$ cat src/rtl/cpu_pkg.sv
// Shared CPU definitions: default datapath widths and the fetch-stage state type.
package cpu_pkg;

    localparam int unsigned ADDR_W_DEF  = 8;
    localparam int unsigned DATA_W_DEF  = 8;
    localparam int unsigned IMM_BIT_DEF = 7;

    typedef enum logic [2:0] {
        S_IDLE,
        S_OP_ISSUE,
        S_OP_WAIT,
        S_IMM_ISSUE,
        S_IMM_WAIT,
        S_HOLD
    } fetch_state_t;

endpackage

$ cat src/rtl/instr_fetch.sv
// Instruction fetch stage: reads opcode (+ optional immediate) from program
// memory over req/ack, pulses the PC increment and hands the result to decode.
module instr_fetch
    import cpu_pkg::*;
#(
    parameter int unsigned ADDR_W  = ADDR_W_DEF,
    parameter int unsigned DATA_W  = DATA_W_DEF,
    parameter int unsigned IMM_BIT = IMM_BIT_DEF
) (
    input  logic              i_clk,
    input  logic              i_reset_n,
    input  logic              i_run,
    input  logic              i_flush,
    input  logic [ADDR_W-1:0] i_pcAddr,
    output logic              o_pcOe,
    output logic              o_pcIncr,
    output logic [ADDR_W-1:0] o_memAddr,
    output logic              o_memReq,
    input  logic              i_memAck,
    input  logic [DATA_W-1:0] i_memData,
    output logic              o_instrValid,
    input  logic              i_instrReady,
    output logic [DATA_W-1:0] o_opcode,
    output logic [DATA_W-1:0] o_imm,
    output logic              o_hasImm
);

    fetch_state_t      state_q, state_d;
    logic              flush_pend_q, flush_pend_d;
    logic [ADDR_W-1:0] mem_addr_q, mem_addr_d;
    logic              mem_req_q, mem_req_d;
    logic [DATA_W-1:0] opcode_q, opcode_d;
    logic [DATA_W-1:0] imm_q, imm_d;
    logic              discard;

    // A flush seen during a wait, or coinciding with the ack, voids that read.
    assign discard = flush_pend_q | i_flush;

    always_ff @(posedge i_clk or negedge i_reset_n) begin
        if (!i_reset_n) begin
            state_q      <= S_IDLE;
            flush_pend_q <= 1'b0;
            mem_addr_q   <= '0;
            mem_req_q    <= 1'b0;
            opcode_q     <= '0;
            imm_q        <= '0;
        end else begin
            state_q      <= state_d;
            flush_pend_q <= flush_pend_d;
            mem_addr_q   <= mem_addr_d;
            mem_req_q    <= mem_req_d;
            opcode_q     <= opcode_d;
            imm_q        <= imm_d;
        end
    end

    always_comb begin
        state_d      = state_q;
        flush_pend_d = flush_pend_q;
        mem_addr_d   = mem_addr_q;
        mem_req_d    = mem_req_q;
        opcode_d     = opcode_q;
        imm_d        = imm_q;
        unique case (state_q)
            S_IDLE: begin
                if (i_run) state_d = S_OP_ISSUE;
            end
            S_OP_ISSUE, S_IMM_ISSUE: begin
                if (i_flush) begin
                    state_d = S_OP_ISSUE;
                end else begin
                    mem_addr_d = i_pcAddr;
                    mem_req_d  = 1'b1;
                    state_d    = (state_q == S_OP_ISSUE) ? S_OP_WAIT : S_IMM_WAIT;
                end
            end
            S_OP_WAIT: begin
                if (i_memAck) begin
                    mem_req_d    = 1'b0;
                    flush_pend_d = 1'b0;
                    if (discard) begin
                        state_d = S_OP_ISSUE;
                    end else begin
                        opcode_d = i_memData;
                        imm_d    = '0;
                        state_d  = i_memData[IMM_BIT] ? S_IMM_ISSUE : S_HOLD;
                    end
                end else if (i_flush) begin
                    flush_pend_d = 1'b1;
                end
            end
            S_IMM_WAIT: begin
                if (i_memAck) begin
                    mem_req_d    = 1'b0;
                    flush_pend_d = 1'b0;
                    if (discard) begin
                        state_d = S_OP_ISSUE;
                    end else begin
                        imm_d   = i_memData;
                        state_d = S_HOLD;
                    end
                end else if (i_flush) begin
                    flush_pend_d = 1'b1;
                end
            end
            S_HOLD: begin
                if (i_flush) begin
                    state_d = S_OP_ISSUE;
                end else if (i_instrReady) begin
                    state_d = i_run ? S_OP_ISSUE : S_IDLE;
                end
            end
            default: state_d = S_IDLE;
        endcase
    end

    always_comb begin
        o_pcOe       = 1'b0;
        o_pcIncr     = 1'b0;
        o_instrValid = 1'b0;
        unique case (state_q)
            S_OP_ISSUE, S_IMM_ISSUE: o_pcOe = 1'b1;
            S_OP_WAIT, S_IMM_WAIT:   o_pcIncr = i_memAck & ~discard;
            S_HOLD:                  o_instrValid = 1'b1;
            default: ;
        endcase
    end

    assign o_memAddr = mem_addr_q;
    assign o_memReq  = mem_req_q;
    assign o_opcode  = opcode_q;
    assign o_imm     = imm_q;
    assign o_hasImm  = opcode_q[IMM_BIT];

endmodule

$ cat config.mk
export PLATFORM = sky130hd
export DESIGN_NAME = instr_fetch
export DESIGN_NICKNAME = d
export VERILOG_FILES = /design/src/rtl/cpu_pkg.sv /design/src/rtl/instr_fetch.sv
export SDC_FILE = /design/constraint.sdc
export NUM_CORES = 1
export LEC_CHECK = 0
export CAP_MARGIN = 20
export CORE_AREA = 4 4 70 72
export CTS_CLUSTER_SIZE = 30
export DETAILED_ROUTE_END_ITERATION = 12
export DIE_AREA = 0 0 74 76
export MAX_ROUTING_LAYER = met4
export PLACE_DENSITY = 0.67
export SKIP_CTS_REPAIR_TIMING = 1
export SLEW_MARGIN = 20
export SYNTH_ARGS = -nofsm -noshare
export SYNTH_HDL_FRONTEND = slang
export SYNTH_SLANG_ARGS = --single-unit
$ cat constraint.sdc
create_clock -name i_clk -period 4 [get_ports i_clk]
set_input_delay 0.6 -clock i_clk [delete_from_list [all_inputs] [get_ports i_clk]]
set_output_delay 0.6 -clock i_clk [all_outputs]
set_load 0.1 [all_outputs]
# After elaboration in Yosys (flattened, before gate mapping)
# Cells that the tools add are included.
# word_totals
out_inout_bits	29
elab_cells	60
regBits	29
# classes
bitwise_logic	4
mux	25
eq_ne	13
reduce_logical	12
# op_table
operator	n
8-bit two-way mux	4
3-bit two-way mux	10
8-bit case mux with 2 select lines	1
3-bit case mux with 5 select lines	1
2-bit inequality test (second input constant)	6
1-bit two-way mux	8
3-bit by 2-bit == test with 1-bit output (second input constant)	2
3-bit == test (second input constant)	2
3-bit AND reduction	2
2-bit nonzero test	3
5-bit AND reduction	1
2-bit AND reduction	2
4-bit AND reduction	1
2-bit OR reduction	2
3-bit by 1-bit == test with 1-bit output (second input constant)	1
3-bit logical NOT	1
3-bit inequality test (second input constant)	1
2-bit by 1-bit inequality test with 1-bit output (second input constant)	1
1-bit inverter	2
1-bit case mux with 2 select lines	1
1-bit bitwise AND	1
1-bit bitwise OR	1

# Longest topological paths before layout
# logic_depth
word_depth	4
mapped_depth	4
ltp_nobuf	3

# Least setup slack after synthesis
# No wires, ideal clock.
# synth_timing
path_kind	register -> output
from	register state_q[1]
to	output port o_instrValid
n_path_buf	1
slack_ns	1.430
stages_incl_launch_ff	4
arrival_time_ns	1.970
cell_sequence	dfrtp_1 -> buf_6 -> nand2b_1 -> nor2_1
# synth_via
elab_chain_cells	2
# synth_lines
element	line_no	source
from (decl)	instr_fetch.sv:28	fetch_state_t state_q, state_d;
from (signal assigned)	instr_fetch.sv:48	state_q <= state_d;
3-bit == test	instr_fetch.sv:121	unique case (state_q)
1-bit two-way mux	instr_fetch.sv:121	
to (decl)	instr_fetch.sv:21	output logic o_instrValid,
# No other way between the ends.

# Worst setup path after layout
# layout_timing
from	register state_q[2]
to	output port o_instrValid
# Same word-level chain as after synthesis.

==> flow_summary.ini <==
[clocking]
cts_made_buffers = 5
clock_insertion_delay_worst_skew_ns = 0.27
cts_sinks = 29
h_tree_lvls = 2
cts_tree = yes
max-clock-path-buffers = 2
ctsRootBufferMaster = sky130_fd_sc_hd__clkbuf_8
cts.reportedPaths.clkPinSlew_ns = 0.06

[synth]
synth_cell_type_count = 32
yosys_register_bits = 29
synth_area_per_cell_um2 = 13.3
yosysSeqAreaShare_pct = 55.7
synth_largest_type_area_fraction_pct = 55.7
postSynthNetCount = 120
cell_types_with_the_largest_area_share_after_synthesis = sky130_fd_sc_hd__dfrtp_1, sky130_fd_sc_hd__mux2_2, sky130_fd_sc_hd__a22o_1
largest_area_contributor_in_the_netlist = sky130_fd_sc_hd__dfrtp_1
synthesis.area_mm2 = 0.00130
post_synth_inst_count = 98
yosys_warnings = 0

[floorplanning]
core_area_mm2 = 0.00429
die-area_mm2 = 0.00562
starting_utilization_of_the_core_area_pct = 30.4
die_h_um = 76
pin_count = 51
die_x_um = 74
floorplan.rows = 24

[timing]
report.final.slew_viol_count = 0
max_clock_freq_mhz = 326
clock-skew-final_ns = 0.00213
layout_min_cycle_time_ns = 3.06
worstMarginPinSlew_ns = 0.987
fin_crit_sh_pct = 76.6
rsz0062_at_grt = false
timing.max_slew.rel_slack_pct = 34.0
tns_ns = 0
final-hold-violation-count = 0
setup_violations = 0

[routing]
post_route_ant_nets = 0
drc = 0
wl_per_cell_um = 15.2
dr_total_vias = 947
drt_iter0_markers = 36
via_per_inst = 4.67
drt-pass1-iter-count = 4
routed_wirelength_um = 3080

[critical_path]
slowest_delay_ns = 1.15
setup.worst_path.class = flip-flop to output pin
critical_path.cell_chain = nand2b_1 -> nor2_1 -> clkdlybuf4s50_1
worst-endpoint-arrival_ns = 2.46
critical-path-slowest-cell = sky130_fd_sc_hd__clkdlybuf4s50_1
worstSetupEndpointType = output pin
timing.critical_path.fanout_max = 12
critPathBufInv = 1
cp-start-kind = flip-flop
worst-endpoint-required_ns = 3.40
timing.critical_path.max_delay_family = buffers and inverters

[grt]
grt_start_max_net_pins = 30
global_route.overflow_total = 0
grtUsageTotal_pct = 12.1
grt_antenna_before_repair = 0
first_pass_grt_wire_length_um = 5080
grt_pass1_vias = 1024

[layout]
synthToLayoutAreaGrowth_pct = 47.8
final_common_cell = sky130_fd_sc_hd__clkdlybuf4s50_1
final_net_count = 173
diodes_inserted = 0
seqCellArea_um2 = 726
num-fill-cells = 408
most-common-layout-cells = sky130_fd_sc_hd__clkdlybuf4s50_1, sky130_fd_sc_hd__dfrtp_1, sky130_fd_sc_hd__mux2_2
area_of_combinational_cells_with_multiple_inputs_um2 = 533
layout-drive-gt1-share_pct = 20.5

[place]
gpl.final_weighted_congestion = 0.825
post-dp-hpwl_um = 2290
placement.io_buffers = 50

[flow_run]
max_cap_viol_count = 0

[status]
run_status = completed

[worst_hold_path]
hold_path.class = flip-flop to flip-flop
## flip-flops by register name (all words and copies together) (netlist names)
register and count:
o_memReq 1, o_memAddr 8, flush_pend_q 1, o_opcode 8, o_imm 8, state_q 3
## synthesized netlist by cell type (all sizes together)
library cell  count
dfrtp            29
mux2             16
a22o              8
nor2              8
buf               5
inv               3
nand2b            3
nor3b             3
a21oi             2
nand2             2
nor3              2
o211ai            2
a221oi            1
a31oi             1
and2b             1
mux2i             1
nand3             1
nand3b            1
nand4b            1
nor2b             1
nor4              1
o21ai             1
o21bai            1
o22a              1
o2bb2ai           1
o31ai             1
xor2              1
## cell families after synthesis
| group | Yosys count | synth area share (%) |
|---|---|---|
| compound gates | 19 | 11.3 |
| xor+xnor | 1 | 1.25 |
| buf+inv | 8 | 3.45 |
| flops | 29 | 55.7 |
| mux | 17 | 14.6 |
| simple gates | 24 | 13.7 |
## path summary, 6_finish.rpt
kind / startpoint / to / slack [ns] / cells past startpoint
worst max register to register: state_q[2] / o_imm[5] / 2.36 / 3
worst min register to register: o_opcode[0] / o_opcode[0] / 0.51 / 1
max in group asynchronous: i_reset_n / o_opcode[5] / 3.01 / 2
worst max-delay path: state_q[2] / o_instrValid / 0.94 / 3
min in group asynchronous: i_reset_n / o_memReq / 0.72 / 2
worst min-delay path: o_opcode[0] / o_opcode[0] / 0.51 / 1
## area by class of cell
cell class / count / area share, %
multi-input combinational: 61 / 27.7
timing repair buffer: 51 / 26.2
sequential: 29 / 37.7
clock buffer: 7 / 4.48
inverter: 3 / 0.584
tap: 52 / 3.38
## metal layers
| layer | vias up | GRT usage (%) | wire length (um) | share of wire (%) |
|---|---|---|---|---|
| li1 | 458 | - | - | - |
| met1 | 457 | 14.3 | 1270 | 41 |
| met2 | 30 | 18.7 | 1600 | 52 |
| met3 | 2 | 4.62 | 199 | 6.5 |
| met4 | 0 | 4.35 | 8 | 0.26 |
| met5 | - | - | 0 | 0 |
## metrics by stage
step	std cells	cell area (um^2)	hold WS, ns	util, %	setup WS (ns)
after floorplan	98	1300	0.304	-	1.43
after global placement	196	1840	0.490	42.9	1.30
final	203	1930	0.507	44.9	0.936
after CTS	203	1930	0.508	44.9	0.917
after detailed placement	196	1840	0.494	42.9	1.23
after global routing	203	1930	0.515	44.9	0.831
Power is left out: the tool's default activity adds up to more than one toggle a clock period on the data nets, which glitch-free logic cannot reach.
